==> config.mk <==
export PLATFORM = sky130hd
export DESIGN_NAME = sort8_loader
export DESIGN_NICKNAME = d
export VERILOG_FILES = /design/src/rtl/sort8_loader.sv
export SDC_FILE = /design/constraint.sdc
export NUM_CORES = 1
export LEC_CHECK = 0
export ABC_CLOCK_PERIOD_IN_PS = 2550
export CAP_MARGIN = 40
export CORE_MARGIN = 2
export CORE_UTILIZATION = 53
export DETAILED_ROUTE_END_ITERATION = 8
export HOLD_SLACK_MARGIN = 0.08
export PLACE_DENSITY_LB_ADDON = 0.08
export SLEW_MARGIN = 15
export SYNTH_ARGS = -nofsm -noshare
export SYNTH_HDL_FRONTEND = slang
export SYNTH_SLANG_ARGS = --single-unit
==> constraint.sdc <==
create_clock -name clk -period 2.55 [get_ports clk]
set_clock_uncertainty 0.2 [all_clocks]
set_input_delay 0.3825 -clock clk [delete_from_list [all_inputs] [get_ports clk]]
set_output_delay 0.3825 -clock clk [all_outputs]
set_load 0.1 [all_outputs]
==> src/rtl/sort8_loader.sv <==
// -----------------------------------------------------------------------------
// sort8_loader
//
// Packs a serial byte stream into 8-byte parallel frames for the 8-input
// pipelined byte sorter. It also regenerates frame valid/count at the sorter
// output through a delay line whose depth matches the sorter latency.
//
// Ports:
//   clk       : clock, all logic on rising edge
//   rst       : synchronous active-high reset
//   in_valid  : in_data valid this cycle
//   in_ready  : loader can accept a byte (combinational, = !in_flush)
//   in_data   : stream byte
//   in_flush  : close the current partial frame now (byte ignored this cycle)
//   x0..x7    : registered parallel frame to sorter
//   x_valid   : one-cycle pulse, x0..x7 hold a new frame
//   x_count   : real elements in frame (1..8), meaningful with x_valid
//   y_valid   : x_valid delayed SORT_LAT cycles
//   y_count   : x_count delayed SORT_LAT cycles
//   frames    : frames emitted, wraps modulo 2^CNT_W
// -----------------------------------------------------------------------------
module sort8_loader #(
    parameter logic [7:0] PAD      = 8'hFF,
    parameter int         SORT_LAT = 6,
    parameter int         CNT_W    = 16
) (
    input  logic             clk,
    input  logic             rst,
    input  logic             in_valid,
    output logic             in_ready,
    input  logic [7:0]       in_data,
    input  logic             in_flush,
    output logic [7:0]       x0,
    output logic [7:0]       x1,
    output logic [7:0]       x2,
    output logic [7:0]       x3,
    output logic [7:0]       x4,
    output logic [7:0]       x5,
    output logic [7:0]       x6,
    output logic [7:0]       x7,
    output logic             x_valid,
    output logic [3:0]       x_count,
    output logic             y_valid,
    output logic [3:0]       y_count,
    output logic [CNT_W-1:0] frames
);

    localparam logic [CNT_W-1:0] FRAME_INC = 1;
    localparam int               DL_W      = 5;  // {valid, count[3:0]}

    logic [2:0]             idx_q, idx_d;
    logic [7:0]             c_q [8];
    logic [7:0]             c_d [8];
    logic [7:0]             x_q [8];
    logic [7:0]             x_d [8];
    logic                   x_valid_q, x_valid_d;
    logic [3:0]             x_count_q, x_count_d;
    logic [CNT_W-1:0]       frames_q, frames_d;
    logic [SORT_LAT*DL_W-1:0] dl_q, dl_d;
    logic                   accept;

    // A flush claims the cycle outright; the byte on in_data is left for
    // the source to present again.
    assign in_ready = !in_flush;
    assign accept   = in_valid && !in_flush;

    always_comb begin
        idx_d     = idx_q;
        c_d       = c_q;
        x_d       = x_q;
        x_valid_d = 1'b0;
        x_count_d = x_count_q;
        frames_d  = frames_q;

        if (in_flush) begin
            // Flushing an empty collector is a no-op.
            if (idx_q != 3'd0) begin
                for (int i = 0; i < 8; i++) begin
                    x_d[i] = (3'(i) < idx_q) ? c_q[i] : PAD;
                end
                x_valid_d = 1'b1;
                x_count_d = {1'b0, idx_q};
                idx_d     = 3'd0;
                frames_d  = frames_q + FRAME_INC;
            end
        end else if (accept) begin
            c_d[idx_q] = in_data;
            if (idx_q == 3'd7) begin
                // The eighth byte bypasses the collector straight into x7.
                for (int i = 0; i < 7; i++) begin
                    x_d[i] = c_q[i];
                end
                x_d[7]    = in_data;
                x_valid_d = 1'b1;
                x_count_d = 4'd8;
                idx_d     = 3'd0;
                frames_d  = frames_q + FRAME_INC;
            end else begin
                idx_d = idx_q + 3'd1;
            end
        end
    end

    // Delay line: stage 0 captures the registered frame strobe, each later
    // stage takes the one before it.
    genvar gi;
    generate
        for (gi = 0; gi < SORT_LAT; gi++) begin : g_dl
            if (gi == 0) begin : g_head
                assign dl_d[DL_W-1:0] = {x_valid_q, x_count_q};
            end else begin : g_tail
                assign dl_d[gi*DL_W +: DL_W] = dl_q[(gi-1)*DL_W +: DL_W];
            end
        end
    endgenerate

    always_ff @(posedge clk) begin
        if (rst) begin
            idx_q     <= 3'd0;
            for (int i = 0; i < 8; i++) begin
                c_q[i] <= 8'd0;
                x_q[i] <= 8'd0;
            end
            x_valid_q <= 1'b0;
            x_count_q <= 4'd0;
            frames_q  <= '0;
            dl_q      <= '0;
        end else begin
            idx_q     <= idx_d;
            c_q       <= c_d;
            x_q       <= x_d;
            x_valid_q <= x_valid_d;
            x_count_q <= x_count_d;
            frames_q  <= frames_d;
            dl_q      <= dl_d;
        end
    end

    assign x0      = x_q[0];
    assign x1      = x_q[1];
    assign x2      = x_q[2];
    assign x3      = x_q[3];
    assign x4      = x_q[4];
    assign x5      = x_q[5];
    assign x6      = x_q[6];
    assign x7      = x_q[7];
    assign x_valid = x_valid_q;
    assign x_count = x_count_q;
    assign frames  = frames_q;
    assign y_valid = dl_q[(SORT_LAT-1)*DL_W + 4];
    assign y_count = dl_q[(SORT_LAT-1)*DL_W +: 4];

endmodule

==> results by group <==
CTS
  – Clock latency of the later-clocked register in the worst-skew pair: 420 ps
  – Bufs on Longest Clock Path: 2
  – TritonCTS Buffers: 17
  – Count of hold buffers inserted by post-cts repair: 0
  – H-tree level count: 4
  – CTS tree: done
  – Cell at the root of the clock tree: clkbuf_16
  – Sink Count: 174
  – Clock transition at path regs: 60 ps

Global route
  – Via count of the first global-routing pass: 4,347
  – Initial antenna violation count: 0
  – Pin count of the biggest net entering global routing: 43
  – Global-route total usage across every layer: 21.8%
  – Global-route congestion overflow total: 0
  – Wire length of the first global-routing pass: 21,900 um

Power
  – Combinational power share: 13.4%
  – Pwr dens: 804 nW/um2
  – Clock share of power: 40.9%
  – P_sw: 1.70 mW
  – Internal: 4.53 mW
  – Static power due to leakage: 3.20 nW
  – VDD IR max: 0.000636 V
  – Switching portion of total power: 27.3%
  – Sum of internal, switching and leakage power: 6.23 mW
  – Sequential fraction of design power: 45.7%

Worst hold path
  – Path type of the worst min-delay path: input port to flop
  – Worst hold start: rst
  – Worst hold path cell count: 2
  – Hold EP: frames[0]$_SDFFE_PP0P_

Synth
  – Most frequent cell after synthesis: dfxtp_1
  – Flip-flop and latch count after synthesis: 174
  – Avg Synthesized Cell Area: 10.6 um2
  – Dominant cells by area after synthesis: dfxtp_1 (56%), mux2i_1 (7.9%), o221a_2 (7.2%)
  – Fraction of the yosys area taken by sequential cells: 55.9%
  – Most numerous cell types in the synthesized netlist: dfxtp_1 (174), nor2_1 (80), mux2i_1 (49)
  – Primary FF master, synth: dfxtp_1
  – Post-Synthesis Cell Area: 6230 um2
  – Synth Area in Compound Gates: 15.2%
  – EDFF count, synth: 0
  – Number of unique standard cell types used by synthesis: 51
  – Simple logic cell fraction of the synthesized area: 14.8%
  – Largest family of logic cells by synthesized area: compound AO/OA/AOI/OAI gates
  – Proportion of register bits with asynchronous set or reset after synthesis: 0%
  – Synthesized-area fraction occupied by adder cells: 0.803%
  – Syn_nets: 606
  – Post-synthesis cell count: 590
  – Area share of the largest cell type after synthesis: 55.9%
  – Synthesis Warnings: 0
  – XOR/XNOR share of the synthesized area: 0.281%
  – Share of synthesized area spent on multiplexers: 8.05%
  – Cell type with the highest aggregate area in the netlist: dfxtp_1

Place
  – Post-Place Cell Area: 7130 um2
  – Sum of net half-perimeters after detailed placement: 8980 um
  – Number of buffers added on ports: 102
  – GP Congestion: 0.765

Floorplan
  – Area enclosed by the die boundary: 12,600 um2
  – Std-Cell Core Area: 11,500 um2
  – Number of placement rows: 39
  – Number of top-level design ports: 103
  – Initial Utilization: 54.4%
  – Height of the chip: 112 um
  – Horizontal die dimension: 112 um

Worst setup path
  – Slowest Stage Delay on Critical Path: 500 ps
  – Number of buffers and inverters on the critical path: 2
  – Slack of the worst reg-to-reg path: 150 ps
  – Startpoint of the lowest-slack register-to-register path: idx_q[0]$_SDFFE_PP0P_
  – Worst Path Class, Setup: flop to flop
  – Critical Path Slowest Stage Cell: or4_1
  – Critical path launch point type: flop
  – Ordered cell list for the critical path: inv_1, ha_1, or2b_4, a31oi_1, buf_4, or4_1, a21oi_1
  – Max Fanout on Critical Path: 13
  – Arrival time worst endpoint: 2550 ps
  – Required arrival time at the worst endpoint: 2700 ps
  – End of the worst register-to-register path: frames[14]$_SDFFE_PP0P_
  – Cell family contributing the most delay on the critical path: simple AND/OR/NAND/NOR gates
  – Length in cells of the worst reg-to-reg path: 7
  – Type of destination of the critical path: flop

Timing
  – Setup tns final: 0 ps
  – Slew margin rel.: 63.8%
  – Count of endpoints failing setup in the final report: 0
  – Maximum achievable frequency: 416 MHz
  – Crit path time final: 2400 ps
  – Unrepaired setup endpoints after global routing: no
  – Period utilisation layout: 94.3%
  – Count of final hold-check violations: 0
  – Max-slew violation count: 0
  – Slew @ Worst Pin: 542 ps

Route
  – DRT Pass-1 Iters: 4
  – Total detailed-routing wirelength: 13,500 um
  – Vias post-DR: 4,580
  – Per-cell via count in the routed design: 5.46
  – Iter 0 DRT Violations: 305
  – Mean routed wirelength per cell: 16.1 um
  – Number of remaining DRC errors: 0
  – Number of routed nets with antenna violations: 0

Cells and area
  – Area added between synthesis and finish: 24.2%
  – Filler Cells Inserted: 896
  – Inserted Diodes: 0
  – Proportion of layout cells with a drive suffix above 1: 28.4%
  – Final nets: 700
  – Post-route standard cell area excluding fillers: 7740 um2

Outcome
  – Run status: finished, final reports clean

Flow run
  – Number of max-capacitance violations reported: 0
-- repair_timing --
action | 4_1_cts | 5_1_grt
endpoints found under the setup margin | 0 | 12
setup buffers | 0 | 0
resized for setup | 0 | 2
-- sequential cells by signal (all words and copies together), names as in the netlist --
signal   count
x_count      4
idx_q        3
x3           8
frames      16
x2           8
dl_q        30
x6           8
x4           8
x0           8
x7           8
x_valid      1
x1           8
c_q         56
x5           8
-- power groups by stage --
stage               sequential, mW  combinational (mW)  clock, mW
finish                        2.84               0.835       2.55
global route                  2.85               0.867       2.71
CTS                           2.84               0.837       2.60
detailed placement            2.90               0.836          0
global placement              2.90               0.829          0
floorplan                     3.35               0.207          0
-- cell usage in the layout (no fill, tap or decap), drive strengths merged, types with 2 or more instances in the layout --
cell	netlist	final
dfxtp	174	174
buf	20	116
nor2	80	80
mux2i	49	49
o221a	40	40
nor2b	31	31
a21oi	24	24
nand2	22	22
clkbuf	31	22
nand3	17	17
o22ai	16	16
inv	11	12
clkdlybuf4s50	0	10
a211oi	8	8
o31ai	7	7
or4	6	6
or3	6	6
nand4	5	5
o21ai	5	5
ha	4	4
clkinvlp	0	4
nor3b	3	3
a31oi	3	3
clkinv	1	3
nand3b	2	2
and4	2	2
and3	2	2
o31a	2	2
nor4	2	2
o21a	2	2
bufinv	0	2
a21o	2	2
nor3	2	2
-- cells by family (layout without fill, tap and decap cells) --
logic type      Yosys count  after routing
flops                   174            174
xor+xnor                  2              2
mux                      50             50
buf+inv                  63            169
simple gates            185            185
fa+ha+maj                 4              4
compound gates          112            112
-- worst max-delay path by stage --
stage / cells past startpoint / from / endpoint / slack (ps)
global placement: 6 / in_flush / x6[6]$_SDFFE_PP0P_ / 110
CTS: 6 / idx_q[1]$_SDFFE_PP0P_ / x2[2]$_SDFFE_PP0P_ / 90
floorplan: 6 / frames[0]$_SDFFE_PP0P_ / frames[6]$_SDFFE_PP0P_ / 100
global route: 7 / idx_q[1]$_SDFFE_PP0P_ / x6[0]$_SDFFE_PP0P_ / 20
finish: 7 / idx_q[0]$_SDFFE_PP0P_ / frames[14]$_SDFFE_PP0P_ / 150
detailed placement: 6 / in_flush / x6[6]$_SDFFE_PP0P_ / 60
-- area by class of cell --
class                           instances  area (um2)  share of cell area (%)
Sequential cell                       174        3480                    45.0
Multi-Input combinational cell        353        2460                    31.8
Inverter                               12        45.0                   0.582
Clock inverter                          9         109                    1.41
Timing Repair Buffer                  126         983                    12.7
Clock buffer                           22         484                    6.25
Tap cell                              143         179                    2.31
-- metal layers --
layer / vias to the layer above / wire [um] / GRT usage (%)
met3: 10 / 663 / 6.16
met5: - / 0 / 0
met2: 103 / 6800 / 37.1
met1: 2192 / 5880 / 26.8
li1: 2275 / - / -
met4: 0 / 128 / 6.91
-- through the flow --
step	util, %	cells	setup WS, ps	hold WS, ps
final	67.5	839	145	175
after CTS	67.4	839	91.2	164
after global placement	62.2	808	106	216
after detailed placement	62.2	808	62.9	220
after global routing	67.5	839	23.5	191
after floorplan	-	590	101	214
Note: power is estimated with default switching activity, not from simulation.
